--- src/rtl/mem_arbiter.sv ---
// Two-requester round-robin arbiter in front of a single-port word memory (IDLE -> ISSUE -> RESP).
// Define ARB_FIXED_PRIORITY_EN to make requester A win every tie; B may then starve.
`timescale 1ns/1ps
module mem_arbiter #(
  parameter int DEPTH  = 1024,
  parameter int DATA_W = 32
) (
  input  logic              clock,
  input  logic              reset,
  input  logic              reqA,
  input  logic              reqB,
  input  logic              weA,
  input  logic              weB,
  input  logic [31:0]       addrA,
  input  logic [31:0]       addrB,
  input  logic [DATA_W-1:0] wdataA,
  input  logic [DATA_W-1:0] wdataB,
  output logic              ackA,
  output logic              ackB,
  output logic              errA,
  output logic              errB,
  output logic [DATA_W-1:0] rdata,
  output logic [31:0]       memAddress,
  output logic [DATA_W-1:0] memWriteData,
  output logic              memWrite,
  output logic              memRead,
  input  logic [DATA_W-1:0] memReadData
);

  typedef enum logic [1:0] {IDLE, ISSUE, RESP} state_e;
  typedef enum logic {GRANT_A, GRANT_B} grant_e;

  localparam logic [32:0] DEPTH_L = 33'(DEPTH);

  state_e              state_q, state_d;
  grant_e              owner_q, owner_d;
  logic                we_q, we_d;
  logic [31:0]         addr_q, addr_d;
  logic [DATA_W-1:0]   wdata_q, wdata_d;
  logic                ok_q, ok_d;
  logic                mem_write_q, mem_write_d;
  logic                mem_read_q, mem_read_d;
  logic                ack_a_q, ack_a_d;
  logic                ack_b_q, ack_b_d;
  logic                err_a_q, err_a_d;
  logic                err_b_q, err_b_d;
`ifndef ARB_FIXED_PRIORITY_EN
  grant_e              last_grant_q, last_grant_d;
`endif

  grant_e              winner;
  logic                sel_we;
  logic [31:0]         sel_addr;
  logic [DATA_W-1:0]   sel_wdata;
  logic                sel_in_range;

  // NOTE: every variable assigned in an always_comb gets a default first, so no path leaves it unassigned and no latch is inferred.
  always_comb begin
    winner = GRANT_A;
    if (reqA && reqB) begin
`ifdef ARB_FIXED_PRIORITY_EN
      winner = GRANT_A;
`else
      winner = (last_grant_q == GRANT_B) ? GRANT_A : GRANT_B;
`endif
    end else if (reqB) begin
      winner = GRANT_B;
    end
  end

  assign sel_we       = (winner == GRANT_A) ? weA    : weB;
  assign sel_addr     = (winner == GRANT_A) ? addrA  : addrB;
  assign sel_wdata    = (winner == GRANT_A) ? wdataA : wdataB;
  assign sel_in_range = ({1'b0, sel_addr} < DEPTH_L);

  always_comb begin
    state_d     = state_q;
    owner_d     = owner_q;
    we_d        = we_q;
    addr_d      = addr_q;
    wdata_d     = wdata_q;
    ok_d        = ok_q;
    mem_write_d = 1'b0;
    mem_read_d  = 1'b0;
    ack_a_d     = 1'b0;
    ack_b_d     = 1'b0;
    err_a_d     = 1'b0;
    err_b_d     = 1'b0;
`ifndef ARB_FIXED_PRIORITY_EN
    last_grant_d = last_grant_q;
`endif
    unique case (state_q)
      IDLE: begin
        if (reqA || reqB) begin
          state_d     = ISSUE;
          owner_d     = winner;
          we_d        = sel_we;
          addr_d      = sel_addr;
          wdata_d     = sel_wdata;
          ok_d        = sel_in_range;
          // Strobes are launched from flops on the same edge that enters ISSUE.
          mem_write_d = sel_in_range & sel_we;
          mem_read_d  = sel_in_range & ~sel_we;
`ifndef ARB_FIXED_PRIORITY_EN
          last_grant_d = winner;
`endif
        end
      end
      ISSUE: begin
        state_d = RESP;
        ack_a_d = (owner_q == GRANT_A);
        ack_b_d = (owner_q == GRANT_B);
        err_a_d = (owner_q == GRANT_A) & ~ok_q;
        err_b_d = (owner_q == GRANT_B) & ~ok_q;
      end
      RESP:    state_d = IDLE;
      default: state_d = IDLE;
    endcase
  end

  // NOTE: sequential state uses non-blocking assignments so every flop samples pre-edge values regardless of statement order.
  always_ff @(posedge clock or negedge reset) begin
    if (!reset) begin
      state_q      <= IDLE;
      owner_q      <= GRANT_A;
      we_q         <= 1'b0;
      addr_q       <= '0;
      wdata_q      <= '0;
      ok_q         <= 1'b0;
      mem_write_q  <= 1'b0;
      mem_read_q   <= 1'b0;
      ack_a_q      <= 1'b0;
      ack_b_q      <= 1'b0;
      err_a_q      <= 1'b0;
      err_b_q      <= 1'b0;
`ifndef ARB_FIXED_PRIORITY_EN
      last_grant_q <= GRANT_B;
`endif
    end else begin
      state_q      <= state_d;
      owner_q      <= owner_d;
      we_q         <= we_d;
      addr_q       <= addr_d;
      wdata_q      <= wdata_d;
      ok_q         <= ok_d;
      mem_write_q  <= mem_write_d;
      mem_read_q   <= mem_read_d;
      ack_a_q      <= ack_a_d;
      ack_b_q      <= ack_b_d;
      err_a_q      <= err_a_d;
      err_b_q      <= err_b_d;
`ifndef ARB_FIXED_PRIORITY_EN
      last_grant_q <= last_grant_d;
`endif
    end
  end

  assign memWrite     = mem_write_q;
  assign memRead      = mem_read_q;
  assign ackA         = ack_a_q;
  assign ackB         = ack_b_q;
  assign errA         = err_a_q;
  assign errB         = err_b_q;
  assign memAddress   = (state_q == ISSUE && ok_q) ? addr_q  : '0;
  assign memWriteData = (state_q == ISSUE && ok_q) ? wdata_q : '0;
  // Read data comes straight from the registered memory output during RESP.
  assign rdata        = (state_q == RESP && ok_q && !we_q) ? memReadData : '0;

  a_strobe_excl : assert property (@(posedge clock) disable iff (!reset) !(memWrite && memRead));
  a_ack_excl    : assert property (@(posedge clock) disable iff (!reset) !(ackA && ackB));

endmodule

--- config.mk ---
export PLATFORM = sky130hd
export DESIGN_NAME = mem_arbiter
export DESIGN_NICKNAME = d
export VERILOG_FILES = /design/src/rtl/mem_arbiter.sv
export SDC_FILE = /design/constraint.sdc
export NUM_CORES = 1
export LEC_CHECK = 0
export BUFFER_PORTS_ARGS = -buffer_cell sky130_fd_sc_hd__buf_4
export CELL_PAD_IN_SITES_DETAIL_PLACEMENT = 1
export CELL_PAD_IN_SITES_GLOBAL_PLACEMENT = 1
export CORE_MARGIN = 2
export CORE_UTILIZATION = 32
export DETAILED_ROUTE_END_ITERATION = 7
export GPL_ROUTABILITY_DRIVEN = 0
export PLACE_DENSITY_LB_ADDON = 0.08
export REMOVE_ABC_BUFFERS = 1
export SYNTH_ARGS = -nofsm -noshare
export SYNTH_HDL_FRONTEND = slang
export SYNTH_SLANG_ARGS = --single-unit
--- constraint.sdc ---
create_clock -name clock -period 2.5 [get_ports clock]
set_input_delay 0.375 -clock clock [delete_from_list [all_inputs] [get_ports clock]]
set_output_delay 0.375 -clock clock [all_outputs]
set_load 0.02 [all_outputs]
==> out/qor.yml <==
synth:
  fraction_of_synthesized_area_in_multiplexers: 0.158
  synth_compound_gate_area_share: 0.0895
  synth_edf_count: 0
  post_synth.cell_area_avg_sq_um: 9.51
  synth_sequential_area_ratio: 0.454
  ys_ff_latch: 76
  netlist_area_sq_mm: 0.00420
  combinational_family_with_the_most_area_after_synthesis: "simple AND/OR/NAND/NOR gates"
  synth-simple-area-share: 0.239
  synth_async_sr_flop_share: 1.00
  yosys.area_share.adder: 0
  yosysWarningCount: 0
  synth_cells: 441
  postSynth.topFlopCell: "sky130_fd_sc_hd__dfrtp_1"
  synth.distinct_cells: 27
  post_synth_xor_area_fraction: 0
critical_path:
  worstPathArrival_ns: 1.88
  critical_path_class: "reg -> out"
  r2r-start: "state_q[1]"
  timing.critical_path.to_type: "output pin"
  worst_setup_path_start_kind: "flip-flop"
  crit_required_ns: 2.12
  worst-path-max-fanout: 48
  critPathLaunch: "state_q[1]"
cts:
  htreeDepth: 3
  worst_skew_pair.late_latency_ns: 0.33
  holdBufCountCts: 0
  tritoncts: "done"
  clkSlewWorstSetupHoldPaths_ns: 0.06
  number_of_buffers_on_the_longest_clock_path: 2
  cts_made_buffers: 9
  clk_root_buffer_cell: "sky130_fd_sc_hd__clkbuf_16"
  postCtsSetupRepairBufs: 0
  clkSinkCount: 76
  cts_resized: 0
die:
  floorplan.die_area_sq_mm: 0.0140
  start_util: 0.330
  die-width_um: 119
  ios: 268
  chipHeight_um: 119
  core_region_area_sq_mm: 0.0127
  cell_row_count: 41
timing:
  unrepaired_setup_endpoints_after_global_routing: "false"
  final_period_demand_of_the_worst_path_ns: 2.25
  final_min_period_over_clock_period: 0.901
  timing.final.ws_setup_ns: 0.248
  drv_slew: 0
  tightest_slew_ns: 0.531
  fin_skew_ns: 0.00621
  hold_ws_ns: -0.00311
  max_freq_mhz: 444
  report.final.setup_viol: 0
  final.setup.tns_ns: 0
  slew-limit-headroom: 0.646
  report.final.hold_viol_count: 1
cells_and_area:
  layout.area.seq_sq_mm: 0.00190
  syn2layout_area_growth_pct: 57.5
  final_area_sq_mm: 0.00661
  drive_above_1_share: 0.431
  biggestRegsByFlops: "addr_q: 32 flops, wdata_q: 32 flops, state_q: 2 flops"
  nNetsFinal: 859
  nFillCells: 1533
  final_util: 0.519
  multiInputGateArea_sq_mm: 0.00205
  insertedDiodeCount: 0
  stdcell_count: 870
global_routing:
  grt_overflow_total: 0
  pin_count_of_the_biggest_net_entering_global_routing: 49
  groute.usage.overall: 0.208
  grt_pass1_wl_um: 23500
  grt_antenna_before_repair: 0
  grt_pass1_vias: 4450
pwr:
  vdd_ir_drop_max_v: 0.000325
  report.power.total_mw: 5.21
  power_density_mw_per_mm2: 789
  static_leakage_power_nw: 3.47
status:
  outcome: "finished with violations"
  violated_checks: "negative hold slack"
flow_run:
  max-cap-violations: 0
placed_design:
  dp.final_hpwl_um: 11100
  post-place-cells: 854
  pre_cts_slack_ns: 0.617
  post_dp_cell_area_sq_mm: 0.00633
  port-buffer-count: 267
detailed_routing:
  avgRoutedWirePerCell_um: 16.9
  num_vias: 4186
  detail_route.iter0.violations: 115
  drt-vias-per-instance: 4.81
  post-route-drc-count: 0
  routed_wl_um: 14700
  drtAntennaViolNets: 0
  drt_pass1_iterations: 4
worst_hold_path:
  min-delay-path-class: "in -> async"
==> cells in the mapped netlist (4+ instances only) <==
library cell,n,share of area
sky130_fd_sc_hd__buf_4,9,0.016
sky130_fd_sc_hd__dfrtp_1,75,0.45
sky130_fd_sc_hd__nor2_1,68,0.061
sky130_fd_sc_hd__clkbuf_1,16,0.014
sky130_fd_sc_hd__buf_8,4,0.014
sky130_fd_sc_hd__nor4_1,8,0.012
sky130_fd_sc_hd__buf_2,9,0.011
sky130_fd_sc_hd__a21oi_1,66,0.079
sky130_fd_sc_hd__nor3_1,6,0.0072
sky130_fd_sc_hd__and2_1,32,0.048
sky130_fd_sc_hd__mux2i_1,65,0.16
sky130_fd_sc_hd__and3_1,65,0.097
==> layout make-up <==
class	instances	share of cell area
Sequential cell	76	0.288
Multi-Input combinational cell	324	0.310
Inverter	2	0.00114
Clock inverter	5	0.00568
Tap cell	172	0.0326
Timing Repair Buffer	280	0.326
Clock buffer	11	0.0367
==> kinds of logic (layout without fill, tap and decap cells) <==
| group | after synthesis | after routing |
|---|---|---|
| buffers and inverters | 41 | 298 |
| and+or+nand+nor | 187 | 187 |
| AOI/OAI and AO/OA | 71 | 71 |
| muxes | 66 | 66 |
| DFF | 76 | 76 |
==> worst max-delay path, stage by stage (launching register included) <==
cell	delay [ns]
sky130_fd_sc_hd__dfrtp_1	0.40
sky130_fd_sc_hd__nand2b_1	0.22
sky130_fd_sc_hd__inv_1	0.10
sky130_fd_sc_hd__buf_4	0.41
sky130_fd_sc_hd__and3_1	0.26
sky130_fd_sc_hd__buf_4	0.15
==> final timing paths <==
| path | to | slack (ns) | depth (start not counted) |
|---|---|---|---|
| max | memAddress[24] | 0.25 | 5 |
| max reg2reg | wdata_q[4] | 0.70 | 5 |
| min in group clock | last_grant_q | 0.24 | 2 |
| max in group asynchronous | addr_q[21] | 1.89 | 2 |
| min reg2reg | ackA | 0.46 | 1 |
| min | addr_q[3] | -0.003 | 1 |
==> routing by layer <==
metal  up-vias  GRT usage  wire [um]
met1      2002      0.258       6250
li1       2037          -          -
met3        14     0.0545        899
met2       133      0.359       7420
met4         0     0.0536        161
met5         -          0          0
==> layout by cell type (no fill, tap or decap), types with 4 or more instances in the layout <==
cell / n
sky130_fd_sc_hd__clkinvlp_4: 5
sky130_fd_sc_hd__and2_1: 32
sky130_fd_sc_hd__nor3_1: 6
sky130_fd_sc_hd__buf_4: 276
sky130_fd_sc_hd__buf_12: 4
sky130_fd_sc_hd__clkbuf_16: 9
sky130_fd_sc_hd__dfrtp_1: 74
sky130_fd_sc_hd__nor2_1: 68
sky130_fd_sc_hd__and3_1: 65
sky130_fd_sc_hd__mux2i_1: 65
sky130_fd_sc_hd__a21oi_1: 66
sky130_fd_sc_hd__nor4_1: 8
==> where the power goes <==
| group | internal (mW) | switching, mW | total [mW] | leakage (nW) |
|---|---|---|---|---|
| registers | 1.82 | 0.296 | 2.12 | 0.857 |
| clock network | 0.699 | 0.513 | 1.21 | 0.120 |
| logic | 0.784 | 1.10 | 1.88 | 2.49 |
No activity file was read; power rests on OpenSTA's default activity.
